**config.mk**
```make
export PLATFORM = sky130hd
export DESIGN_NAME = imem_boot_loader
export DESIGN_NICKNAME = d
export VERILOG_FILES = /design/src/rtl/imem_boot_loader.sv
export SDC_FILE = /design/constraint.sdc
export NUM_CORES = 1
export LEC_CHECK = 0
export ABC_AREA = 1
export CORE_ASPECT_RATIO = 1.25
export CORE_MARGIN = 2
export CORE_UTILIZATION = 25
export DETAILED_ROUTE_END_ITERATION = 10
export GPL_TIMING_DRIVEN = 0
export HOLD_SLACK_MARGIN = 0.05
export PLACE_DENSITY = 0.41
export RECOVER_POWER = 25
export SYNTH_ARGS = -nofsm -noshare
export SYNTH_HDL_FRONTEND = slang
export SYNTH_SLANG_ARGS = --single-unit
```
**constraint.sdc**
```tcl
create_clock -name clock -period 3.9 [get_ports clock]
set_clock_uncertainty 0.2 [all_clocks]
set_input_delay 0.78 -clock clock [delete_from_list [all_inputs] [get_ports clock]]
set_output_delay 0.78 -clock clock [all_outputs]
set_load 0.01 [all_outputs]
```
**src/rtl/imem_boot_loader.sv**
```systemverilog
// imem_boot_loader
//   Receives a program as a byte stream (16-bit little-endian word count N,
//   then N*4 data bytes), assembles little-endian 32-bit words and writes
//   them into the core's instruction memory. The core is held in reset until
//   the load completes.
//
// Ports:
//   clock      system clock, rising edge
//   rst        asynchronous, active-high reset
//   in_valid   byte on in_data is valid
//   in_data    stream byte
//   in_ready   loader accepts a byte this cycle
//   mem_we     instruction-memory write strobe, one cycle per word
//   mem_addr   word address of the current write
//   mem_wdata  assembled instruction word
//   core_rst   reset to the core; high until the load completes
//   done       load finished, core running
//   error      load aborted; core held in reset
//
// Optional feature (macro BOOT_CHECKSUM_EN):
//   One trailing byte after the last word must equal the XOR of all data
//   bytes (0x00 when N=0). Match -> RUN, mismatch -> ERR.

module imem_boot_loader #(
  parameter int unsigned ADDR_WIDTH = 8
) (
  input  logic                  clock,
  input  logic                  rst,
  input  logic                  in_valid,
  input  logic [7:0]            in_data,
  output logic                  in_ready,
  output logic                  mem_we,
  output logic [ADDR_WIDTH-1:0] mem_addr,
  output logic [31:0]           mem_wdata,
  output logic                  core_rst,
  output logic                  done,
  output logic                  error
);

  localparam logic [2:0] HDR_LO = 3'd0;
  localparam logic [2:0] HDR_HI = 3'd1;
  localparam logic [2:0] DATA   = 3'd2;
  localparam logic [2:0] WRITE  = 3'd3;
  localparam logic [2:0] RUN    = 3'd4;
  localparam logic [2:0] ERR    = 3'd5;
`ifdef BOOT_CHECKSUM_EN
  localparam logic [2:0] CHK    = 3'd6;
  // State entered once all words are written (or N=0)
  localparam logic [2:0] FINAL  = CHK;
`else
  localparam logic [2:0] FINAL  = RUN;
`endif

  // N may equal the capacity, so the comparison needs one extra bit
  localparam logic [16:0] CAPACITY = 17'(1) << ADDR_WIDTH;

  logic [2:0]            state_q,     state_d;
  logic [15:0]           count_q,     count_d;
  logic [1:0]            byte_idx_q,  byte_idx_d;
  // One extra bit so the index can reach the capacity without wrapping
  logic [ADDR_WIDTH:0]   word_idx_q,  word_idx_d;
  logic [ADDR_WIDTH-1:0] mem_addr_q,  mem_addr_d;
  logic [31:0]           mem_wdata_q, mem_wdata_d;
`ifdef BOOT_CHECKSUM_EN
  logic [7:0]            csum_q,      csum_d;
`endif

  logic        accept;
  logic [15:0] n_full;

  always_comb begin
    in_ready = 1'b0;
    case (state_q)
      HDR_LO, HDR_HI, DATA: in_ready = 1'b1;
`ifdef BOOT_CHECKSUM_EN
      CHK:                  in_ready = 1'b1;
`endif
      default:              in_ready = 1'b0;
    endcase
  end

  assign accept = in_valid & in_ready;
  assign n_full = {in_data, count_q[7:0]};

  always_comb begin
    state_d     = state_q;
    count_d     = count_q;
    byte_idx_d  = byte_idx_q;
    word_idx_d  = word_idx_q;
    mem_addr_d  = mem_addr_q;
    mem_wdata_d = mem_wdata_q;
`ifdef BOOT_CHECKSUM_EN
    csum_d      = csum_q;
`endif
    case (state_q)
      HDR_LO: begin
        if (accept) begin
          count_d[7:0] = in_data;
          state_d      = HDR_HI;
        end
      end
      HDR_HI: begin
        if (accept) begin
          count_d[15:8] = in_data;
          if (n_full == 16'd0) begin
            state_d = FINAL;
          end else if ({1'b0, n_full} > CAPACITY) begin
            state_d = ERR;
          end else begin
            state_d = DATA;
          end
        end
      end
      DATA: begin
        if (accept) begin
          mem_wdata_d[{byte_idx_q, 3'b000} +: 8] = in_data;
          byte_idx_d = byte_idx_q + 2'd1;
`ifdef BOOT_CHECKSUM_EN
          csum_d = csum_q ^ in_data;
`endif
          if (byte_idx_q == 2'd3) begin
            // Latch the address here so it stays put after the index advances
            mem_addr_d = word_idx_q[ADDR_WIDTH-1:0];
            state_d    = WRITE;
          end
        end
      end
      WRITE: begin
        word_idx_d = word_idx_q + 1'b1;
        if ((17'(word_idx_q) + 17'd1) == {1'b0, count_q}) begin
          state_d = FINAL;
        end else begin
          state_d = DATA;
        end
      end
`ifdef BOOT_CHECKSUM_EN
      CHK: begin
        if (accept) begin
          state_d = (in_data == csum_q) ? RUN : ERR;
        end
      end
`endif
      default: state_d = state_q;
    endcase
  end

  always_ff @(posedge clock or posedge rst) begin
    if (rst) begin
      state_q     <= HDR_LO;
      count_q     <= '0;
      byte_idx_q  <= '0;
      word_idx_q  <= '0;
      mem_addr_q  <= '0;
      mem_wdata_q <= '0;
`ifdef BOOT_CHECKSUM_EN
      csum_q      <= '0;
`endif
    end else begin
      state_q     <= state_d;
      count_q     <= count_d;
      byte_idx_q  <= byte_idx_d;
      word_idx_q  <= word_idx_d;
      mem_addr_q  <= mem_addr_d;
      mem_wdata_q <= mem_wdata_d;
`ifdef BOOT_CHECKSUM_EN
      csum_q      <= csum_d;
`endif
    end
  end

  assign mem_we    = (state_q == WRITE);
  assign mem_addr  = mem_addr_q;
  assign mem_wdata = mem_wdata_q;
  assign core_rst  = (state_q != RUN);
  assign done      = (state_q == RUN);
  assign error     = (state_q == ERR);

endmodule

```
==> summary.md, run 1 <==
| Metric | Value |
|---|---|
| Grt ovf | 0 |
| DR WL met3 | 437 um |
| Critical path fanouts, max | 39 |
| Drt pass-1 iters | 6 |
| Final Hold Viols | 0 |
| Setup repair after global routing missed its margin | false |
| Seq cells post-synth | 70 |
| Fill cell count | 1494 |
| Maxcap violations | 0 |
| Final HPWL DP | 7070 um |
| Post-DR vias/cell | 4.47 |
| Final Instance Area | 0.00460 mm^2 |
| DIE AREA | 0.0148 mm^2 |
| Root Driver | clkbuf_16 |
| Syn Area/Cell | 8.01 um^2 |
| Worst path cell trace | dlygate4sd3_1, clkinvlp_2, clkbuf_2 |
| Cts hold-fix bufs | 0 |
| Crit Reg-Reg Endpoint | mem_wdata[18] |
| M1 wire length | 4050 um |
| Initial antenna violation count | 0 |
| Synth area leaders | dfrtp_1 51%, nand2_1 14%, o21ai_0 9.4% |
| Layout Nets | 517 |
| Worst path required time | 4000 ps |
| Clk slew on worst S/H paths | 60 ps |
| Non-Filler Instances | 679 |
| Status | complete, no violations |
| CP bufs+invs | 3 |
| Actual slew at the worst max-slew pin | 1460 ps |
| Fmax | 0.332 GHz |
| DR top layer | met4 |
| Global-route wire length before repair | 15700 um |
| Footprint of the multi-input gates | 0.00150 mm^2 |
| Area post-placement | 0.00425 mm^2 |
| Max rail drop VDD | 0.000158 V |
| Mapped cell area | 0.00346 mm^2 |
| 1st-iter DRT viols | 101 |
| Pre-CTS setup slack | 1210 ps |
| Sequential share of the synthesized area | 50.6% |
| CTS Buf Count | 9 |
| Power Density | 392 mW/mm^2 |
| Initial Utilization | 25.3% |
| CTS max path bufs | 2 |
| Worst setup SP type | input port |
| Port Buffer Count | 55 |
| Routed wl met2 | 4880 um |
| FF-to-FF Start | byte_idx_q[0] |
| Fin crit period | 3010 ps |
| Design Power | 1.80 mW |
| Die Ht | 136 um |
| CTS tree | done |
| Yosys cell types | 27 |
| Final Wtd Congestion | 0.792 |
| Reg2Reg Setup Slack | 1340 ps |
| Worst Setup Slack, final | 887 ps |
| FF-to-FF path depth | 6 |
| Reg area | 0.00175 mm^2 |
| Switching pwr | 371 uW |
| Rows | 48 |
| Placed cells | 663 |
| Worst setup path end | byte_idx_q[1] |
| P_leak | 2.16 nW |
| # diodes | 0 |
| Number of gates resized after cts | 0 |
| Clock sinks | 70 |
| Total routed wirelength | 9520 um |
| Top cell type's share of synthesized area | 50.6% |
| Largest net degree at the start of global routing | 40 |
| Final Setup Violations | 0 |
| Crit path launch | rst |
| Pint | 1.43 mW |
| Switching Fraction | 20.6% |
| Share of cells above drive strength 1 | 7.94% |
| DIE WIDTH | 109 um |
| Yosys warnings | 0 |
| Crit Path Category | in2async |
| Synthesized netlist net count | 450 |
| Critical path depth in cells | 3 |
| CP peak stage delay | 920 ps |
| Clock network fraction of total power | 55.9% |
| Sequential group share of total power | 40.5% |
| CP max-delay cell | clkbuf_2 |
| Layout area overhead | 32.9% |
| Relative slew slack | 2.20% |
| Worst Hold Launch | mem_addr[5] |
| Syn Inst Count | 432 |
| DRC | 0 |
| I/O pin cnt | 56 |
| Setup bufs post-CTS | 0 |
| Final worst path period share | 77.3% |
| Worst hold path class | reg2reg |
| Max Slew Vio Count | 0 |
| Overall Global Routing Usage | 13.7% |
| CP top delay family | buffers and inverters |
| Clock latency on the worst-skew pair | 330 ps |
| Crit. End Element | asynchronous set/reset pin |
| WL/cell | 14.0 um |
| CP arrival | 3120 ps |
| Top cell type by total area after synthesis | dfrtp_1 |
| Worst hold slack | 278 ps |
| Core footprint | 0.0137 mm^2 |
| CTS H-tree lvls | 3 |
| DR vias | 3034 |
| Logic pwr share | 3.7% |
| Vias in the first global route | 3101 |
| Final ANT Viol Nets | 0 |
## layer usage
layer,vias to the layer above,global-route usage (%)
met5,-,0
met4,0,4.92
met3,11,3.27
met2,71,23.8
met1,1405,16.3
li1,1547,-
## kinds of logic (layout without fill, tap and decap cells)
| kind of cell | Yosys count | in the layout | synth area share [%] |
|---|---|---|---|
| and+or+nand+nor | 226 | 226 | 29.6 |
| buffers and inverters | 55 | 127 | 6.11 |
| xor gates and xnor gates | 2 | 2 | 0.506 |
| AOI/OAI and AO/OA | 71 | 71 | 10.4 |
| DFF | 70 | 70 | 50.6 |
| adders and majority gates | 7 | 7 | 2.53 |
| muxes | 1 | 1 | 0.325 |
## how the worst min path moves through the flow
stage,to,slack [ps],depth (start not counted)
after floorplan,count_q[11],250,2
after global placement,mem_addr[4],270,2
after detailed placement,mem_addr[5],270,2
after CTS,mem_addr[5],290,2
after global routing,mem_addr[3],300,2
final,mem_addr[5],280,2
## cell usage in the layout (no fill, tap or decap), types with 2 or more instances in the layout
master,n
clkbuf_16,9
inv_1,40
nor3_1,10
clkdlybuf4s50_1,54
o21ai_1,3
bufinv_16,4
inv_2,2
nor2_1,16
nand2_1,132
ha_1,7
nand4_1,11
nand2_2,2
clkbuf_2,2
buf_2,3
clkinv_1,3
nand3b_1,4
xor2_1,2
clkbuf_1,6
o21ai_0,65
nor2_2,8
nand3_2,3
dfrtp_1,70
nand3_1,37
## layout make-up
class	count	share of cell area [%]
repair buffers	56	12.1
plain buffers	9	0.843
clock buffers	10	4.98
flip-flops and latches	70	38.1
multi-input cells	307	32.6
clock inverters	6	2.91
well taps	175	4.76
inverters	46	3.78
## cells in the mapped netlist (all sizes together)
cell    count
clkbuf      6
a21oi       1
nand3b      4
nand4      11
buf         3
inv        43
nor2       26
o21ai      68
o211ai      1
mux2        1
nand3      40
xor2        2
clkinv      3
ha          7
nand2     134
nor3       11
o22ai       1
dfrtp      70
## flip-flops by register name, summed over array words and instances, names as in the netlist
| name | flops |
|---|---|
| mem_wdata | 32 |
| count_q | 16 |
| word_idx_q | 9 |
| mem_addr | 8 |
| state_q | 3 |
| byte_idx_q | 2 |
## worst min-delay path, delay by kind of cell, from the launching register on
| family | cells | cell delay, ps |
|---|---|---|
| AO/OA/AOI/OAI | 1 | 50 |
| AND/OR/NAND/NOR | 1 | 50 |
| flip-flops | 1 | 340 |
## metrics by stage
stage                     setup TNS [ps]  util [%]
after floorplan                        0         -
after global placement            -18870      30.9
after detailed placement               0      31.1
after CTS                              0      33.7
after global routing                   0      33.6
final                                  0      33.6
## power groups by stage
stage	Sequential [mW]	Combinational [mW]	Clock (mW)
after floorplan	0.742	0.0357	0
after global placement	0.743	0.0684	0
after detailed placement	0.743	0.0710	0
after CTS	0.729	0.0715	1.04
after global routing	0.729	0.0754	1.07
final	0.730	0.0664	1.01
Note: power is estimated with default switching activity, not from simulation.
==> inputs of run 2 (changes only) <==
--- a/config.mk
+++ b/config.mk
@@ -12,7 +12,7 @@
 export DETAILED_ROUTE_END_ITERATION = 10
 export GPL_TIMING_DRIVEN = 0
 export HOLD_SLACK_MARGIN = 0.05
-export PLACE_DENSITY = 0.41
+export PLACE_DENSITY = 0.43
 export RECOVER_POWER = 25
 export SYNTH_ARGS = -nofsm -noshare
 export SYNTH_HDL_FRONTEND = slang
==> constraint.sdc (replaced) <==
create_clock -name clock -period 2.6 [get_ports clock]
set_clock_uncertainty 0.2 [all_clocks]
set_input_delay 0.52 -clock clock [delete_from_list [all_inputs] [get_ports clock]]
set_output_delay 0.52 -clock clock [all_outputs]
set_load 0.01 [all_outputs]
==> run 2 against run 1 <==
Via count grew 0.53%. First-iteration DRC count shrank 18%. Clock-buffer cell count is the same. Routed wire length shrank 3.0%. Utilization shrank 0.10 points. Final area shrank 0.30%. Register-to-register slack lost 1200 ps. Critical endpoint is now mem_we.
==> summary.md, run 2 (synthesized netlist as in run 1, its figures left out) <==
| Metric | Value |
|---|---|
| Status | complete, no violations |
| Share of cells above drive strength 1 | 8.53% (+0.60 points) |
| Layout Nets | 517 (unchanged) |
| Placed cells | 663 (unchanged) |
| I/O pin cnt | 56 (unchanged) |
| Final HPWL DP | 6950 um (-1.7%) |
| CTS tree | done |
| CP arrival | 1750 ps (-1370 ps) |
| Worst setup SP type | flop |
| Overall Global Routing Usage | 13.5% (-0.23 points) |
| Clock sinks | 70 (unchanged) |
| Final worst path period share | 95.1% |
| WL/cell | 13.6 um (-3.0%) |
| Crit. End Element | output pin |
| Most common cell after layout, fill and taps aside | nand2_1 |
| DR vias | 3050 (+0.53%) |
| Vias in the first global route | 3163 (+2.0%) |
| CTS Buf Count | 9 (unchanged) |
| Power Density | 549 mW/mm^2 (+40%) |
| Actual slew at the worst max-slew pin | 1320 ps (-142 ps) |
| P_leak | 2.15 nW (-0.70%) |
| CTS max path bufs | 2 (unchanged) |
| CTS H-tree lvls | 3 (unchanged) |
| Setup bufs post-CTS | 0 (unchanged) |
| Crit Path Category | reg2out |
| Total routed wirelength | 9240 um (-3.0%) |
| Non-Filler Instances | 679 (unchanged) |
| Final ANT Viol Nets | 0 (unchanged) |
| Port Buffer Count | 55 (unchanged) |
| DIE WIDTH | 109 um (unchanged) |
| DRC | 0 (unchanged) |
| Root Driver | clkbuf_16 |
| Drt pass-1 iters | 4 (-2) |
| Maxcap violations | 0 (unchanged) |
| Final Wtd Congestion | 0.801 (+1.2%) |
| Max reg flops | 32 (unchanged) |
| Cts hold-fix bufs | 0 (unchanged) |
| Post-DR vias/cell | 4.49 (+0.53%) |
| Die Ht | 136 um (unchanged) |
| CP peak stage delay | 540 ps (-380 ps) |
| Critical path fanouts, max | 7 (-82%) |
| Final Instance Area | 0.00459 mm^2 (-0.30%) |
| Largest net degree at the start of global routing | 40 (unchanged) |
| 1st-iter DRT viols | 83 (-18%) |
| Final Hold Viols | 0 (unchanged) |
| Worst path required time | 1880 ps (-2120 ps) |
| Most frequent cells in the layout | 131 x nand2_1, 70 x dfrtp_1, 65 x o21ai_0 |
| Max rail drop VDD | 0.000302 V (+91%) |
| CP max-delay cell | clkdlybuf4s50_1 |
| # diodes | 0 (unchanged) |
| Worst path cell trace | inv_1, nor2_4, nand2_2, inv_4, clkdlybuf4s50_1 |
| Clock latency on the worst-skew pair | 330 ps (about the same) |
| Area post-placement | 0.00425 mm^2 (unchanged) |
| Initial antenna violation count | 0 (unchanged) |
| Grt ovf | 0 (unchanged) |
| DIE AREA | 0.0148 mm^2 (unchanged) |
| Rows | 48 (unchanged) |
| Fin crit period | 2470 ps |
| Max Slew Vio Count | 0 (unchanged) |
| Fmax | 0.404 GHz |
| Core footprint | 0.0137 mm^2 (unchanged) |
| Clk slew on worst S/H paths | 60 ps (about the same) |
| Final Setup Violations | 0 (unchanged) |
| Layout area overhead | 32.5% |
| Global-route wire length before repair | 15500 um (-1.2%) |
| Design Power | 2.52 mW (+40%) |
| Relative slew slack | 12.1% (+9.9 points) |
| Initial Utilization | 25.3% (unchanged) |
| Worst hold path class | reg2reg |
-- run 2: what timing repair did --
item,in CTS,in global routing
gates resized for setup,3,4
gates cloned,0,0
endpoints found under the setup margin,1,9
-- run 2: final cells by class --
class / count / area, um^2
Fill cell: 1520 / 9110
Sequential cell: 70 / 1750
Multi-Input combinational cell: 307 / 1520
Timing Repair Buffer: 56 / 571
Clock buffer: 10 / 229
Tap cell: 175 / 219
Inverter: 46 / 175
Clock inverter: 6 / 86.3
Buffer: 9 / 38.8
-- run 2: path summary, 6_finish.rpt --
path | slack, ps | to | cells after the start | from
setup / recovery | 130 | mem_we | 5 | state_q[0]
hold / removal | 280 | mem_addr[4] | 2 | mem_addr[4]
setup reg to reg | 180 | mem_wdata[16] | 6 | byte_idx_q[0]
hold reg to reg | 280 | mem_addr[4] | 2 | mem_addr[4]
max in group asynchronous | 570 | word_idx_q[7] | 3 | rst
min in group asynchronous | 800 | mem_wdata[1] | 2 | rst
-- run 2: routing by layer --
metal / vias to the layer above / wire [um] / GRT usage [%] / share of wire [%]
li1: 1553 / - / - / -
met1: 1439 / 3990 / 15.8 / 43
met2: 48 / 4840 / 24.3 / 52
met3: 10 / 292 / 2.98 / 3.2
met4: 0 / 106 / 3.80 / 1.1
met5: - / 0 / 0 / 0
-- run 2: where the power goes --
group	total [mW]	internal [mW]	switching (mW)
Combinational	0.103	0.0271	0.0758
Sequential	1.09	1.09	0.00390
Clock	1.32	0.839	0.482
Total	2.52	1.96	0.562
-- run 2: worst max-delay path, delay by kind of cell (launching register included) --
family	cells	cell delay, ps
buf+inv	3	770
flops	1	370
simple gates	2	280
-- run 2: stage by stage --
stage | utilization, % | setup WS, ps | hold slack (ps) | TNS, ps
final | 33.5 | 127 | 281 | 0
after global routing | 33.5 | -13.4 | 304 | -13.4
after CTS | 33.4 | 35.3 | 290 | 0
after detailed placement | 31.1 | 47.1 | 275 | 0
after global placement | 30.9 | -1280 | 266 | -89500
after floorplan | - | 112 | 254 | 0
